===== config.mk =====
export PLATFORM = sky130hd
export DESIGN_NAME = vram_scanout
export DESIGN_NICKNAME = d
export VERILOG_FILES = /design/src/rtl/vram_pkg.sv /design/src/rtl/scanout_fifo.sv /design/src/rtl/vram_scanout.sv
export SDC_FILE = /design/constraint.sdc
export NUM_CORES = 1
export LEC_CHECK = 0
export ABC_AREA = 1
export BUFFER_PORTS_ARGS = -buffer_cell sky130_fd_sc_hd__clkbuf_2
export CAP_MARGIN = 25
export CELL_PAD_IN_SITES_DETAIL_PLACEMENT = 2
export CELL_PAD_IN_SITES_GLOBAL_PLACEMENT = 2
export CORE_MARGIN = 1.5
export CORE_UTILIZATION = 24
export CTS_CLUSTER_SIZE = 20
export DETAILED_ROUTE_END_ITERATION = 8
export GPL_ROUTABILITY_DRIVEN = 0
export PLACE_DENSITY = 0.52
export SLEW_MARGIN = 10
export SYNTH_ARGS = -nofsm -noshare
export SYNTH_HDL_FRONTEND = slang
export SYNTH_SLANG_ARGS = --single-unit
export TNS_END_PERCENT = 10

===== constraint.sdc =====
create_clock -name clk -period 2.61 [get_ports clk]
set_input_delay 0.522 -clock clk [delete_from_list [all_inputs] [get_ports clk]]
set_output_delay 0.522 -clock clk [all_outputs]
set_load 0.02 [all_outputs]

===== src/rtl/vram_pkg.sv =====
// Shared constants and types for the VRAM scanout path.
//   VRAM_AW      : VRAM word-address width
//   WORD_BITS    : VRAM data width
//   SCREEN_WORDS : words per frame (512x256 at 1 bpp)
//   PIX_PER_WORD : pixels serialised from each word
//   ST_*         : fetch FSM state encodings
//   fetch_fsm_t  : complete fetch FSM state, kept as one struct so it can be
//                  probed as a unit
package vram_pkg;

    localparam int VRAM_AW      = 14;
    localparam int WORD_BITS    = 16;
    localparam int SCREEN_WORDS = 8192;
    localparam int PIX_PER_WORD = 16;

    localparam logic [1:0] ST_IDLE    = 2'd0;
    localparam logic [1:0] ST_WAIT    = 2'd1;
    localparam logic [1:0] ST_CAPTURE = 2'd2;

    typedef struct packed {
        logic [1:0] state;
        logic [7:0] wait_cnt;
        logic       discard;
    } fetch_fsm_t;

endpackage


===== src/rtl/scanout_fifo.sv =====
// Small synchronous FIFO used as the scanout prefetch buffer.
// Ports:
//   i_clk, i_reset : clock, asynchronous active-high reset
//   i_flush        : empties the FIFO this cycle (wins over push/pop)
//   i_push, i_wdata: write one word (ignored when full)
//   i_pop          : read one word (ignored when empty)
//   o_rdata        : word at the head of the FIFO
//   o_count        : number of stored words
//   o_empty        : no words stored
// DEPTH must be a power of two so the pointers wrap naturally.
module scanout_fifo #(
    parameter int WIDTH = 16,
    parameter int DEPTH = 2
) (
    input  logic                     i_clk,
    input  logic                     i_reset,
    input  logic                     i_flush,
    input  logic                     i_push,
    input  logic [WIDTH-1:0]         i_wdata,
    input  logic                     i_pop,
    output logic [WIDTH-1:0]         o_rdata,
    output logic [$clog2(DEPTH):0]   o_count,
    output logic                     o_empty
);
    localparam int AW = $clog2(DEPTH);

    logic [WIDTH-1:0] r_mem [DEPTH];
    logic [AW-1:0]    r_wr_ptr;
    logic [AW-1:0]    r_rd_ptr;
    logic [AW:0]      r_count;
    logic             w_full;
    logic             w_do_push;
    logic             w_do_pop;

    assign w_full    = (r_count == (AW+1)'(DEPTH));
    assign o_empty   = (r_count == '0);
    assign o_count   = r_count;
    assign o_rdata   = r_mem[r_rd_ptr];
    assign w_do_push = i_push && !w_full;
    assign w_do_pop  = i_pop && !o_empty;

    always_ff @(posedge i_clk or posedge i_reset) begin
        if (i_reset) begin
            r_wr_ptr <= '0;
            r_rd_ptr <= '0;
            r_count  <= '0;
        end else if (i_flush) begin
            r_wr_ptr <= '0;
            r_rd_ptr <= '0;
            r_count  <= '0;
        end else begin
            if (w_do_push) r_wr_ptr <= r_wr_ptr + 1'b1;
            if (w_do_pop)  r_rd_ptr <= r_rd_ptr + 1'b1;
            // Simultaneous push and pop leaves the count unchanged.
            if (w_do_push && !w_do_pop)      r_count <= r_count + 1'b1;
            else if (w_do_pop && !w_do_push) r_count <= r_count - 1'b1;
        end
    end

    // Storage needs no reset: the count gates every read.
    always_ff @(posedge i_clk) begin
        if (w_do_push && !i_flush) r_mem[r_wr_ptr] <= i_wdata;
    end

endmodule


===== src/rtl/vram_scanout.sv =====
// Display-side VRAM reader: fetches screen words sequentially, buffers them
// in a small FIFO to hide the VRAM read latency, and serialises each word
// LSB-first into 1-bit pixels on demand.
// Ports:
//   clk, reset  : clock, asynchronous active-high reset
//   frame_start : restart scanout at word 0 (pulse in vertical blanking)
//   pix_en      : consume one pixel this cycle
//   pixel       : current pixel (0 while no word is loaded)
//   underrun    : sticky, pix_en seen with no pixel available
//   rden, raddr : one-cycle VRAM read pulse and its held address
//   rdata       : VRAM read data, valid RD_LAT edges after rden is sampled
module vram_scanout #(
    parameter int RD_LAT       = 3,
    parameter int DEPTH        = 2,
    parameter int SCREEN_WORDS = vram_pkg::SCREEN_WORDS
) (
    input  logic                          clk,
    input  logic                          reset,
    input  logic                          frame_start,
    input  logic                          pix_en,
    output logic                          pixel,
    output logic                          underrun,
    output logic                          rden,
    output logic [vram_pkg::VRAM_AW-1:0]  raddr,
    input  logic [vram_pkg::WORD_BITS-1:0] rdata
);
    import vram_pkg::*;

    localparam int CNT_W = VRAM_AW - 1;
    localparam int CW    = $clog2(DEPTH) + 1;

    fetch_fsm_t           r_fetch;
    logic                 r_rden;
    logic [VRAM_AW-1:0]   r_raddr;
    logic [CNT_W-1:0]     r_word_cnt;
    logic [WORD_BITS-1:0] r_shift_word;
    logic [3:0]           r_bit_idx;
    logic                 r_shift_valid;
    logic                 r_underrun;

    logic [WORD_BITS-1:0] w_fifo_rdata;
    logic [CW-1:0]        w_fifo_count;
    logic                 w_fifo_empty;
    logic                 w_issue;
    logic                 w_push;
    logic                 w_last_bit;
    logic                 w_load;
    logic [CNT_W-1:0]     w_cnt_next;

    // Only IDLE can issue, and no read is outstanding in IDLE, so the FIFO
    // count alone measures committed words. No issue on a frame_start cycle:
    // the counter is being cleared and the read would target a stale word.
    assign w_issue    = (r_fetch.state == ST_IDLE) && (w_fifo_count < CW'(DEPTH)) && !frame_start;
    assign w_push     = (r_fetch.state == ST_CAPTURE) && !r_fetch.discard && !frame_start;
    assign w_cnt_next = (r_word_cnt == CNT_W'(SCREEN_WORDS - 1)) ? '0 : r_word_cnt + 1'b1;

    // The shifter reloads when empty, or on its last pixel for a zero-bubble
    // hand-over to the next word.
    assign w_last_bit = (r_bit_idx == 4'(PIX_PER_WORD - 1));
    assign w_load     = (!r_shift_valid || (pix_en && w_last_bit)) && !w_fifo_empty && !frame_start;

    assign rden     = r_rden;
    assign raddr    = r_raddr;
    assign underrun = r_underrun;
    assign pixel    = r_shift_valid & r_shift_word[r_bit_idx];

    scanout_fifo #(
        .WIDTH (WORD_BITS),
        .DEPTH (DEPTH)
    ) u_fifo (
        .i_clk   (clk),
        .i_reset (reset),
        .i_flush (frame_start),
        .i_push  (w_push),
        .i_wdata (rdata),
        .i_pop   (w_load),
        .o_rdata (w_fifo_rdata),
        .o_count (w_fifo_count),
        .o_empty (w_fifo_empty)
    );

    // Fetch FSM. rden is registered, so the first WAIT edge is the edge at
    // which the VRAM samples rden; CAPTURE then lands exactly RD_LAT edges
    // after that.
    always_ff @(posedge clk or posedge reset) begin
        if (reset) begin
            r_fetch    <= '{state: ST_IDLE, wait_cnt: 8'd0, discard: 1'b0};
            r_rden     <= 1'b0;
            r_raddr    <= '0;
            r_word_cnt <= '0;
        end else begin
            r_rden <= 1'b0;
            case (r_fetch.state)
                ST_IDLE: begin
                    if (w_issue) begin
                        r_rden           <= 1'b1;
                        r_raddr          <= {1'b0, r_word_cnt};
                        r_fetch.wait_cnt <= 8'd0;
                        r_fetch.state    <= ST_WAIT;
                    end
                end
                ST_WAIT: begin
                    if (r_fetch.wait_cnt == 8'(RD_LAT - 1)) r_fetch.state <= ST_CAPTURE;
                    else r_fetch.wait_cnt <= r_fetch.wait_cnt + 8'd1;
                end
                ST_CAPTURE: begin
                    // A discarded read was issued before a restart; the
                    // counter has already been cleared, so leave it alone.
                    if (!r_fetch.discard) r_word_cnt <= w_cnt_next;
                    r_fetch.discard <= 1'b0;
                    r_fetch.state   <= ST_IDLE;
                end
                default: r_fetch.state <= ST_IDLE;
            endcase
            if (frame_start) begin
                r_word_cnt <= '0;
                if (r_fetch.state == ST_WAIT) r_fetch.discard <= 1'b1;
            end
        end
    end

    // Pixel shifter and sticky underrun flag.
    always_ff @(posedge clk or posedge reset) begin
        if (reset) begin
            r_shift_word  <= '0;
            r_bit_idx     <= '0;
            r_shift_valid <= 1'b0;
            r_underrun    <= 1'b0;
        end else begin
            if (pix_en && !r_shift_valid) r_underrun <= 1'b1;
            if (frame_start) begin
                r_shift_valid <= 1'b0;
                r_bit_idx     <= '0;
            end else if (w_load) begin
                r_shift_word  <= w_fifo_rdata;
                r_bit_idx     <= '0;
                r_shift_valid <= 1'b1;
            end else if (pix_en && r_shift_valid) begin
                if (w_last_bit) r_shift_valid <= 1'b0;
                r_bit_idx <= r_bit_idx + 4'd1;
            end
        end
    end

endmodule


==> flow_metrics.py, run 1 <==
metrics = {
    "route": {
        "vias_per_cell": 4.37,
        "drt_iter0_drc": 74,
        "firstDrtPassIters": 4,
        "ant_nets": 0,
        "vias": 3197,
        "route.detailed.drc": 0,
        "routed_wl_um": 10800,
        "wl_per_cell_um": 14.7,
    },
    "clock_network": {
        "cts_hold_buffers": 0,
        "cts_buffer_depth": 2,
        "root_buffer": "clkbuf_16",
        "postCtsSetupBuffers": 0,
        "cts.sinks": 96,
        "cts_tree": "done",
        "clk_pin_slew_ns": 0.07,
        "cts_resized": 0,
        "htree_num_levels": 3,
        "clk-insertion-delay-late_ns": 0.35,
        "numCtsBuffers": 9,
    },
    "setup_path": {
        "path_max_fanout": 12,
        "crit_type": "reg2out",
        "cp_top_family": "flip-flops",
        "path_cells": "inv_1 > nand2_1 > nand2_1 > nand2_1 > nand3_1 > nand3_1 > a21oi_1 > clkbuf_2",
        "rrSetupSlack_ns": 0.77,
        "cp.depth": 8,
        "r2r_end": "r_word_cnt[11]",
        "worstPathRequired_ns": 2.09,
        "arrival_ns": 1.89,
        "path_buf_inv": 2,
        "crit_top_cell": "nand2_1",
        "startpoint_type": "flip-flop",
        "max_stage_delay_ns": 0.50,
        "cpMaxStageDelayCell": "dfrtp_2",
        "reg2reg_depth": 10,
        "worst_setup_path_end_kind": "primary output",
        "rr_startpoint": "r_word_cnt[0]",
    },
    "floorplanning": {
        "dieArea_um2": 19000,
        "num_rows": 49,
        "die_h_um": 138,
        "start_util": 0.243,
        "pin_count": 37,
        "die_w_um": 138,
        "fp.coreArea_um2": 17900,
    },
    "flow_run": {
        "maxCapViolations": 0,
    },
    "logic_synthesis": {
        "synth_cell_types": 34,
        "ys_seq_elements": 96,
        "syn_area_per_cell_um2": 9.56,
        "async_reset_ff_frac": 0.667,
        "synth_fp_nets": 480,
        "synth_edf_count": 32,
        "yosysWarnings": 0,
        "netlist_instances": 456,
        "synth_seq_area_share": 0.588,
        "netlist_area_um2": 4360,
        "yosys_most_used_dff": "dfrtp_1",
        "synth_area_leaders": "dfrtp_1 37%, edfxtp_1 22%, nand2_1 11%",
        "yosysTopAreaCellShare": 0.367,
        "synth_top_cell_by_area": "dfrtp_1",
    },
    "power": {
        "power_frac_comb": 0.243,
        "clkPwrFrac": 0.326,
        "vdd_ir_drop_max_v": 0.000324,
        "swShare": 0.333,
        "p_switching_mw": 1.47,
        "power_per_cell_area_nw_per_um2": 863,
        "totalPowerFinal_mw": 4.42,
        "p_seq_frac": 0.432,
        "p_leak_nw": 2.31,
        "p_int_mw": 2.95,
    },
    "timing": {
        "setup_viol": 0,
        "finalHoldViolCount": 0,
        "finalClockSkew_ns": 0.00742,
        "period_share": 0.926,
        "setup_slack_ns": 0.193,
        "rsz0062_at_grt": "no",
        "tightestPinTransition_ns": 0.664,
        "min_period_ns": 2.42,
        "slew_headroom": 0.556,
        "maxSlewViolCount": 0,
        "whs_ns": 0.250,
        "clock.fmax_ghz": 0.414,
        "finalSetupTns_ns": 0,
    },
    "finish": {
        "final_nets": 522,
        "diodes": 0,
        "layout_common_cells": "131 x nand2_1, 63 x dfrtp_1, 53 x nor2_1, 44 x inv_1, 35 x clkbuf_2",
        "fin_cells": 732,
        "layout_commonest_cell": "nand2_1",
        "layout-drive-gt1-share": 0.193,
        "syn_to_final_growth_pct": 17.6,
    },
    "outcome": {
        "status": "complete, no violations",
    },
    "placed_design": {
        "dpl.cell_count": 716,
        "post-place-ws_ns": 0.409,
        "dp_hpwl_um": 7730,
        "io_buffer_count": 35,
    },
    "grt": {
        "grt_max_degree": 39,
        "overflow": 0,
        "antenna_found_initial": 0,
        "grt_pass1_wl_um": 18100,
        "grt.total_usage": 0.125,
        "first_global_vias": 3487,
    },
    "hold_path": {
        "hold_class": "in2async",
    },
}
sequential cells by signal, summed over array words and instances, names as in the netlist:
| name | cells |
|---|---|
| u_fifo.o_count | 2 |
| u_fifo.r_wr_ptr | 1 |
| u_fifo.r_rd_ptr | 1 |
| u_fifo.r_mem | 32 |
| r_fetch | 11 |
| r_bit_idx | 4 |
| raddr | 13 |
| underrun | 1 |
| rden | 1 |
| r_shift_word | 16 |
| r_shift_valid | 1 |
| r_word_cnt | 13 |
synth_stat cells (4+ instances only):
cell	count
nand2_2	5
xor2_1	11
nand4_1	4
o31ai_1	5
o21ai_0	16
nor2_1	53
o21ai_2	11
inv_1	45
nand2_1	131
buf_2	7
nand3_1	28
edfxtp_1	32
o31ai_2	11
ha_1	4
dfrtp_1	64
final cells by class:
type | instances | area, µm²
clock inverters | 7 | 96.3
fillers | 2012 | 12800
flip-flops and latches | 96 | 2560
well taps | 229 | 287
inverters | 47 | 176
clock buffers | 9 | 225
multi-input cells | 299 | 1520
repair buffers | 45 | 263
per-stage QoR:
stage	util	instance area [µm²]
2_1_floorplan	-	4360
3_3_place_gp	0.268	4800
3_5_place_dp	0.268	4800
4_1_cts	0.286	5120
5_1_grt	0.286	5130
6_report	0.286	5130
metal layers:
| layer | global-route usage | vias up | share of wire |
|---|---|---|---|
| li1 | - | 1550 | - |
| met1 | 0.171 | 1610 | 0.51 |
| met2 | 0.195 | 25 | 0.45 |
| met3 | 0.0294 | 12 | 0.024 |
| met4 | 0.0434 | 0 | 0.014 |
| met5 | 0 | - | 0 |
worst reg2reg max path: cells and delay by family (launching register included):
family / cells / cell delay [ns]
adders and majority gates: 1 / 0.26
buffers and inverters: 1 / 0.16
and+or+nand+nor: 8 / 0.91
DFF: 1 / 0.42
logic make-up (layout without fill, tap and decap cells):
kind of cell	after synthesis	in the layout	synth area share
other	1	1	0.000861
flip-flops	96	96	0.588
XOR/XNOR	12	12	0.0241
AO/OA/AOI/OAI	49	49	0.0884
adder cells (fa/ha/maj)	4	4	0.0115
buffers and inverters	61	108	0.0643
AND/OR/NAND/NOR	233	233	0.223
power by group through the flow:
stage / logic [mW] / clock network, mW / registers, mW
6_report: 1.07 / 1.44 / 1.91
5_1_grt: 1.25 / 1.55 / 1.94
4_1_cts: 1.12 / 1.50 / 1.92
3_5_place_dp: 1.11 / 0 / 1.94
3_3_place_gp: 1.09 / 0 / 1.93
2_1_floorplan: 0.826 / 0 / 1.89
how the worst max path moves through the flow:
stage,slack (ns),endpoint,from
6_report,0.19,pixel,r_bit_idx[0]
3_5_place_dp,0.41,pixel,r_bit_idx[0]
4_1_cts,0.01,pixel,r_bit_idx[0]
2_1_floorplan,0.49,r_bit_idx[0],reset
3_3_place_gp,0.54,pixel,r_bit_idx[0]
5_1_grt,0.04,pixel,r_bit_idx[0]
No activity file was read; power rests on OpenSTA's default activity.
==> inputs of run 2 (changes only) <==
--- a/config.mk
+++ b/config.mk
@@ -15,7 +15,7 @@
 export CTS_CLUSTER_SIZE = 20
 export DETAILED_ROUTE_END_ITERATION = 8
 export GPL_ROUTABILITY_DRIVEN = 0
-export PLACE_DENSITY = 0.52
+export PLACE_DENSITY = 0.54
 export SLEW_MARGIN = 10
 export SYNTH_ARGS = -nofsm -noshare
 export SYNTH_HDL_FRONTEND = slang
==> constraint.sdc (replaced) <==
create_clock -name clk -period 2.1 [get_ports clk]
set_input_delay 0.42 -clock clk [delete_from_list [all_inputs] [get_ports clk]]
set_output_delay 0.42 -clock clk [all_outputs]
set_load 0.02 [all_outputs]
==> run 2 against run 1 <==
Against the previous run:
- die area unchanged
- clock skew down 0.0017 ns
- utilization up 0.48 points
- sequential cell count unchanged
- count of clock-buffer cells in the layout up 2
- sequential power up 25%
- critical path type unchanged
- critical endpoint unchanged
- highest routed layer unchanged
==> flow_metrics.py, run 2 (synthesized netlist as in run 1, its figures left out) <==
metrics = {
    "setup_path": {
        "crit_type": "reg2out",
        "arrival_ns": 1.59,
        "startpoint_type": "flip-flop",
        "worstPathRequired_ns": 1.68,
        "path_cells": "buf_6 > nand2_1 > nand3_1 > nand3b_1 > nand3_2 > a21oi_2 > buf_4",
        "max_stage_delay_ns": 0.44,
        "cp_top_family": "flip-flops",
        "worst_setup_path_end_kind": "primary output",
        "cpMaxStageDelayCell": "dfrtp_2",
        "path_max_fanout": 5,
        "path_buf_inv": 2,
    },
    "finish": {
        "layout_common_cells": "128 x nand2_1, 62 x dfrtp_1, 52 x nor2_1, 42 x inv_1, 34 x clkbuf_2",
        "syn_to_final_growth_pct": 19.6,
        "top_register": "u_fifo.r_mem",
        "final_nets": 532,
        "utilization": 0.291,
        "layout-drive-gt1-share": 0.225,
        "largest_reg_flops": 32,
        "diodes": 0,
        "fin_cells": 741,
        "top_regs": "u_fifo.r_mem (32), r_shift_word (16)",
        "layout_commonest_cell": "nand2_1",
    },
    "clock_network": {
        "cts_buffer_depth": 2,
        "clk-insertion-delay-late_ns": 0.34,
        "htree_num_levels": 3,
        "cts_hold_buffers": 0,
        "cts.sinks": 96,
        "numCtsBuffers": 9,
        "clk_pin_slew_ns": 0.06,
        "cts_tree": "done",
        "root_buffer": "clkbuf_16",
    },
    "power": {
        "vdd_ir_drop_max_v": 0.000426,
        "p_leak_nw": 2.35,
        "power_per_cell_area_nw_per_um2": 1040,
    },
    "timing": {
        "rsz0062_at_grt": "yes",
        "setup_viol": 0,
        "whs_ns": 0.160,
        "finalHoldViolCount": 0,
        "tightestPinTransition_ns": 0.670,
        "maxSlewViolCount": 0,
        "slew_headroom": 0.553,
        "finalSetupTns_ns": 0,
        "finalClockSkew_ns": 0.00568,
        "min_period_ns": 2.01,
        "period_share": 0.959,
        "clock.fmax_ghz": 0.496,
    },
    "grt": {
        "grt_pass1_wl_um": 17900,
        "antenna_found_initial": 0,
        "first_global_vias": 3523,
        "overflow": 0,
        "grt_max_degree": 31,
        "grt.total_usage": 0.124,
    },
    "route": {
        "met2_length_um": 5250,
        "route.detailed.drc": 0,
        "vias_per_cell": 4.37,
        "wl_met3_um": 201,
        "highest_layer": "met4",
        "drt_iter0_drc": 84,
        "wl_per_cell_um": 14.5,
        "routed_wl_um": 10700,
        "firstDrtPassIters": 4,
        "ant_nets": 0,
        "vias": 3237,
        "wl_met1_um": 5070,
    },
    "placed_design": {
        "dpl.cell_count": 724,
        "io_buffer_count": 35,
        "dp_hpwl_um": 7760,
    },
    "floorplanning": {
        "pin_count": 37,
        "fp.coreArea_um2": 17900,
        "dieArea_um2": 19000,
        "die_w_um": 138,
        "start_util": 0.243,
        "num_rows": 49,
        "die_h_um": 138,
    },
    "hold_path": {
        "hold_class": "in2async",
    },
    "flow_run": {
        "maxCapViolations": 0,
    },
    "outcome": {
        "status": "complete, no violations",
    },
}
[run 2: cell types whose count changed in the layout (fill, tap and decap cells not counted), moves of 2 or more]
| cell | change |
|---|---|
| nand2_1 | -3 |
| buf_6 | +2 |
| clkbuf_1 | +2 |
| nand3_1 | -4 |
| inv_1 | -2 |
| clkinv_4 | -3 |
| nand3_2 | +4 |
| buf_4 | +9 |
| nand2_2 | +3 |
[run 2: worst paths after layout]
kind,end,depth (start not counted),slack [ns],from
max in group asynchronous,r_fetch[8],3,1.34,reset
hold reg to reg,underrun,1,0.46,underrun
min in group clk,u_fifo.r_mem[0][7],1,0.26,rdata[7]
hold / removal,raddr[10],2,0.16,reset
setup / recovery,pixel,7,0.09,r_bit_idx[0]
setup reg to reg,u_fifo.o_count[0],11,0.24,r_bit_idx[0]
[run 2: timing repair]
item                       CTS  global route
setup buffers                0             1
cloned                       0             1
resized for setup            4            17
setup endpoints to repair    1             1
pin swaps                    0            13
[run 2: worst reg2reg max path, delay by kind of cell, from the launching register on]
family / cells / cell delay, ns
DFF: 1 / 0.44
adders and majority gates: 1 / 0.22
and+or+nand+nor: 8 / 0.82
buffers and inverters: 2 / 0.29
[run 2: final cells by class]
cell class	instances	area, µm²
Fill cell	2028	12700
Sequential cell	96	2560
Multi-Input combinational cell	299	1550
Timing Repair Buffer	55	348
Tap cell	229	287
Clock buffer	11	233
Inverter	47	179
Clock inverter	4	46.3
[run 2: metrics by stage]
stage                     worst slack, ns  area, µm²  power [mW]
after CTS                         0.00162       5150        5.47
after global placement              0.273       4860        3.78
after floorplan                    0.0819       4360        3.38
final                              0.0852       5210        5.41
after global routing              -0.0146       5210        5.81
after detailed placement            0.273       4860        3.84
[run 2: power by group]
part	leakage (nW)	total (mW)	internal, mW	switching [mW]
Combinational	1.08	1.44	0.503	0.940
Sequential	1.13	2.38	2.19	0.184
Clock	0.133	1.59	0.912	0.683
Total	2.35	5.41	3.61	1.81
[run 2: per-layer routing]
metal	track usage	vias to the layer above
met3	0.0213	13
met4	0.0556	0
met2	0.208	28
met5	0	-
li1	-	1571
met1	0.157	1625
==> inputs of run 3 (changes only) <==
--- a/config.mk
+++ b/config.mk
@@ -11,11 +11,11 @@
 export CELL_PAD_IN_SITES_DETAIL_PLACEMENT = 2
 export CELL_PAD_IN_SITES_GLOBAL_PLACEMENT = 2
 export CORE_MARGIN = 1.5
-export CORE_UTILIZATION = 24
+export CORE_UTILIZATION = 34
 export CTS_CLUSTER_SIZE = 20
 export DETAILED_ROUTE_END_ITERATION = 8
 export GPL_ROUTABILITY_DRIVEN = 0
-export PLACE_DENSITY = 0.54
+export PLACE_DENSITY = 0.73
 export SLEW_MARGIN = 10
 export SYNTH_ARGS = -nofsm -noshare
 export SYNTH_HDL_FRONTEND = slang
==> run 3 against run 2 <==
Against the previous run:
- sequential power hardly changed
- largest cell class unchanged
- power is 0.36% lower
- highest routed layer unchanged
- clock power is 3% lower
- hold slack worse by 0.16 ns
- register-to-register slack better by 0.06 ns
- sequential share of layout area is 0.65 points higher
==> flow_metrics.py, run 3 (synthesized netlist as in run 1, its figures left out) <==
metrics = {
    "power": {
        "p_seq_frac": 0.441,
        "power_per_cell_area_nw_per_um2": 1050,
        "vdd_ir_drop_max_v": 0.000421,
        "p_int_mw": 3.51,
        "p_switching_mw": 1.88,
        "clkPwrFrac": 0.285,
        "power_frac_comb": 0.274,
        "swShare": 0.349,
        "p_leak_nw": 2.35,
    },
    "timing": {
        "min_period_ns": 2.06,
        "tightestPinTransition_ns": 0.554,
        "period_share": 0.979,
        "finalClockSkew_ns": 0.00511,
        "whs_ns": 0.00236,
        "rsz0062_at_grt": "yes",
        "finalHoldViolCount": 0,
        "clock.fmax_ghz": 0.486,
        "setup_slack_ns": 0.0437,
        "finalSetupTns_ns": 0,
        "maxSlewViolCount": 0,
        "setup_viol": 0,
        "slew_headroom": 0.631,
    },
    "flow_run": {
        "maxCapViolations": 0,
    },
    "grt": {
        "antenna_found_initial": 0,
        "grt.total_usage": 0.171,
        "overflow": 0,
        "first_global_vias": 3491,
        "grt_max_degree": 53,
        "grt_pass1_wl_um": 17600,
    },
    "setup_path": {
        "startpoint": "r_bit_idx[0]",
        "cpMaxStageDelayCell": "dfrtp_2",
        "cp.depth": 9,
        "startpoint_type": "flip-flop",
        "rrSetupSlack_ns": 0.30,
        "crit_end": "pixel",
        "cp_top_family": "flip-flops",
        "crit_type": "reg2out",
        "max_stage_delay_ns": 0.46,
        "worst_setup_path_end_kind": "primary output",
        "path_buf_inv": 3,
        "r2r_end": "r_word_cnt[1]",
        "crit_top_cell": "nand2_1",
        "reg2reg_depth": 10,
        "rr_startpoint": "r_word_cnt[0]",
        "worstPathRequired_ns": 1.68,
        "arrival_ns": 1.64,
        "path_cells": "buf_8 > nand2_4 > nand3_2 > nand2_1 > nand2_1 > nand2_1 > inv_1 > a21oi_2 > clkbuf_8",
        "path_max_fanout": 5,
    },
    "finish": {
        "top_regs": "u_fifo.r_mem (32), r_shift_word (16)",
        "diodes": 0,
        "layout_commonest_cell": "nand2_1",
        "syn_to_final_growth_pct": 18.0,
        "layout_common_cells": "126 x nand2_1, 62 x dfrtp_1, 53 x nor2_1, 42 x inv_1, 34 x clkbuf_2",
        "multi_input_area_um2": 1580,
        "n_fill_cell": 1366,
        "utilization": 0.409,
        "layout-drive-gt1-share": 0.225,
        "top_register": "u_fifo.r_mem",
        "largest_reg_flops": 32,
        "final_nets": 525,
        "regArea_um2": 2560,
    },
    "clock_network": {
        "clk-insertion-delay-late_ns": 0.35,
        "cts.sinks": 96,
        "htree_num_levels": 3,
        "numCtsBuffers": 9,
        "cts_buffer_depth": 2,
        "cts_tree": "done",
        "clk_pin_slew_ns": 0.07,
        "cts_hold_buffers": 0,
        "root_buffer": "clkbuf_16",
    },
    "route": {
        "wl_per_cell_um": 15.5,
        "vias_per_cell": 4.73,
        "firstDrtPassIters": 4,
        "ant_nets": 0,
        "route.detailed.drc": 0,
        "vias": 3209,
        "drt_iter0_drc": 105,
        "routed_wl_um": 10500,
    },
    "hold_path": {
        "hold_class": "in2async",
    },
    "floorplanning": {
        "start_util": 0.347,
        "pin_count": 37,
        "die_h_um": 116,
        "dieArea_um2": 13500,
        "num_rows": 41,
        "fp.coreArea_um2": 12600,
        "die_w_um": 116,
    },
    "placed_design": {
        "post-place-ws_ns": 0.306,
        "io_buffer_count": 35,
        "dp_hpwl_um": 7240,
    },
    "outcome": {
        "status": "complete, no violations",
    },
}
[run 3: cell types whose count changed in the layout (fill, tap and decap cells not counted), moves of 2 or more]
cell	change
buf_12	+2
buf_4	-10
inv_6	+2
nand2_1	-2
nand2_2	-2
nand2_4	+4
nand3_1	-2
nand3_2	+2
[run 3: worst reg2reg max path: stages (launching register included)]
cell,delay (ns)
dfrtp_1,0.43
ha_1,0.25
nand2_2,0.10
nor2_4,0.18
nand2_2,0.09
nor2_2,0.08
nand2_1,0.06
nand2_2,0.22
inv_1,0.13
nand2_1,0.09
nand2_1,0.05
[run 3: repair_timing]
| action | in CTS | in global routing |
|---|---|---|
| pin swaps | 0 | 13 |
| endpoints found under the setup margin | 1 | 1 |
| buffers inserted | 0 | 1 |
| gates cloned | 0 | 1 |
| gates resized for setup | 5 | 22 |
[run 3: layer usage]
metal | part of all wire | up-vias | track usage
met5 | 0 | - | 0
met4 | 0.020 | 0 | 0.0756
met3 | 0.022 | 11 | 0.0270
met2 | 0.49 | 33 | 0.284
met1 | 0.46 | 1606 | 0.221
li1 | - | 1559 | -
[run 3: how the worst min path moves through the flow]
stage	startpoint	end	cells after the start
final	reset	r_word_cnt[3]	2
after global routing	reset	raddr[2]	2
after CTS	reset	r_word_cnt[3]	2
after detailed placement	reset	raddr[6]	2
after global placement	reset	raddr[6]	2
after floorplan	r_shift_word[2]	r_shift_word[2]	2
[run 3: power by group through the flow]
stage               clock (mW)  sequential, mW  combinational, mW
floorplan                    0            2.36               1.03
global placement             0            2.39               1.34
detailed placement           0            2.41               1.40
CTS                       1.60            2.37               1.44
global route              1.65            2.42               1.70
finish                    1.54            2.38               1.48
[run 3: final cells by class]
type | count | area share
clock inverters | 6 | 0.00851
well taps | 172 | 0.0418
multi-input cells | 299 | 0.307
clock buffers | 10 | 0.0445
flip-flops and latches | 96 | 0.499
inverters | 47 | 0.0348
repair buffers | 48 | 0.0642
[run 3: through the flow]
| step | std cells | instance area, µm² | power [mW] |
|---|---|---|---|
| after floorplan | 456 | 4360 | 3.38 |
| after global placement | 660 | 4760 | 3.73 |
| after detailed placement | 660 | 4760 | 3.81 |
| after CTS | 676 | 5050 | 5.41 |
| after global routing | 678 | 5140 | 5.76 |
| final | 678 | 5140 | 5.39 |
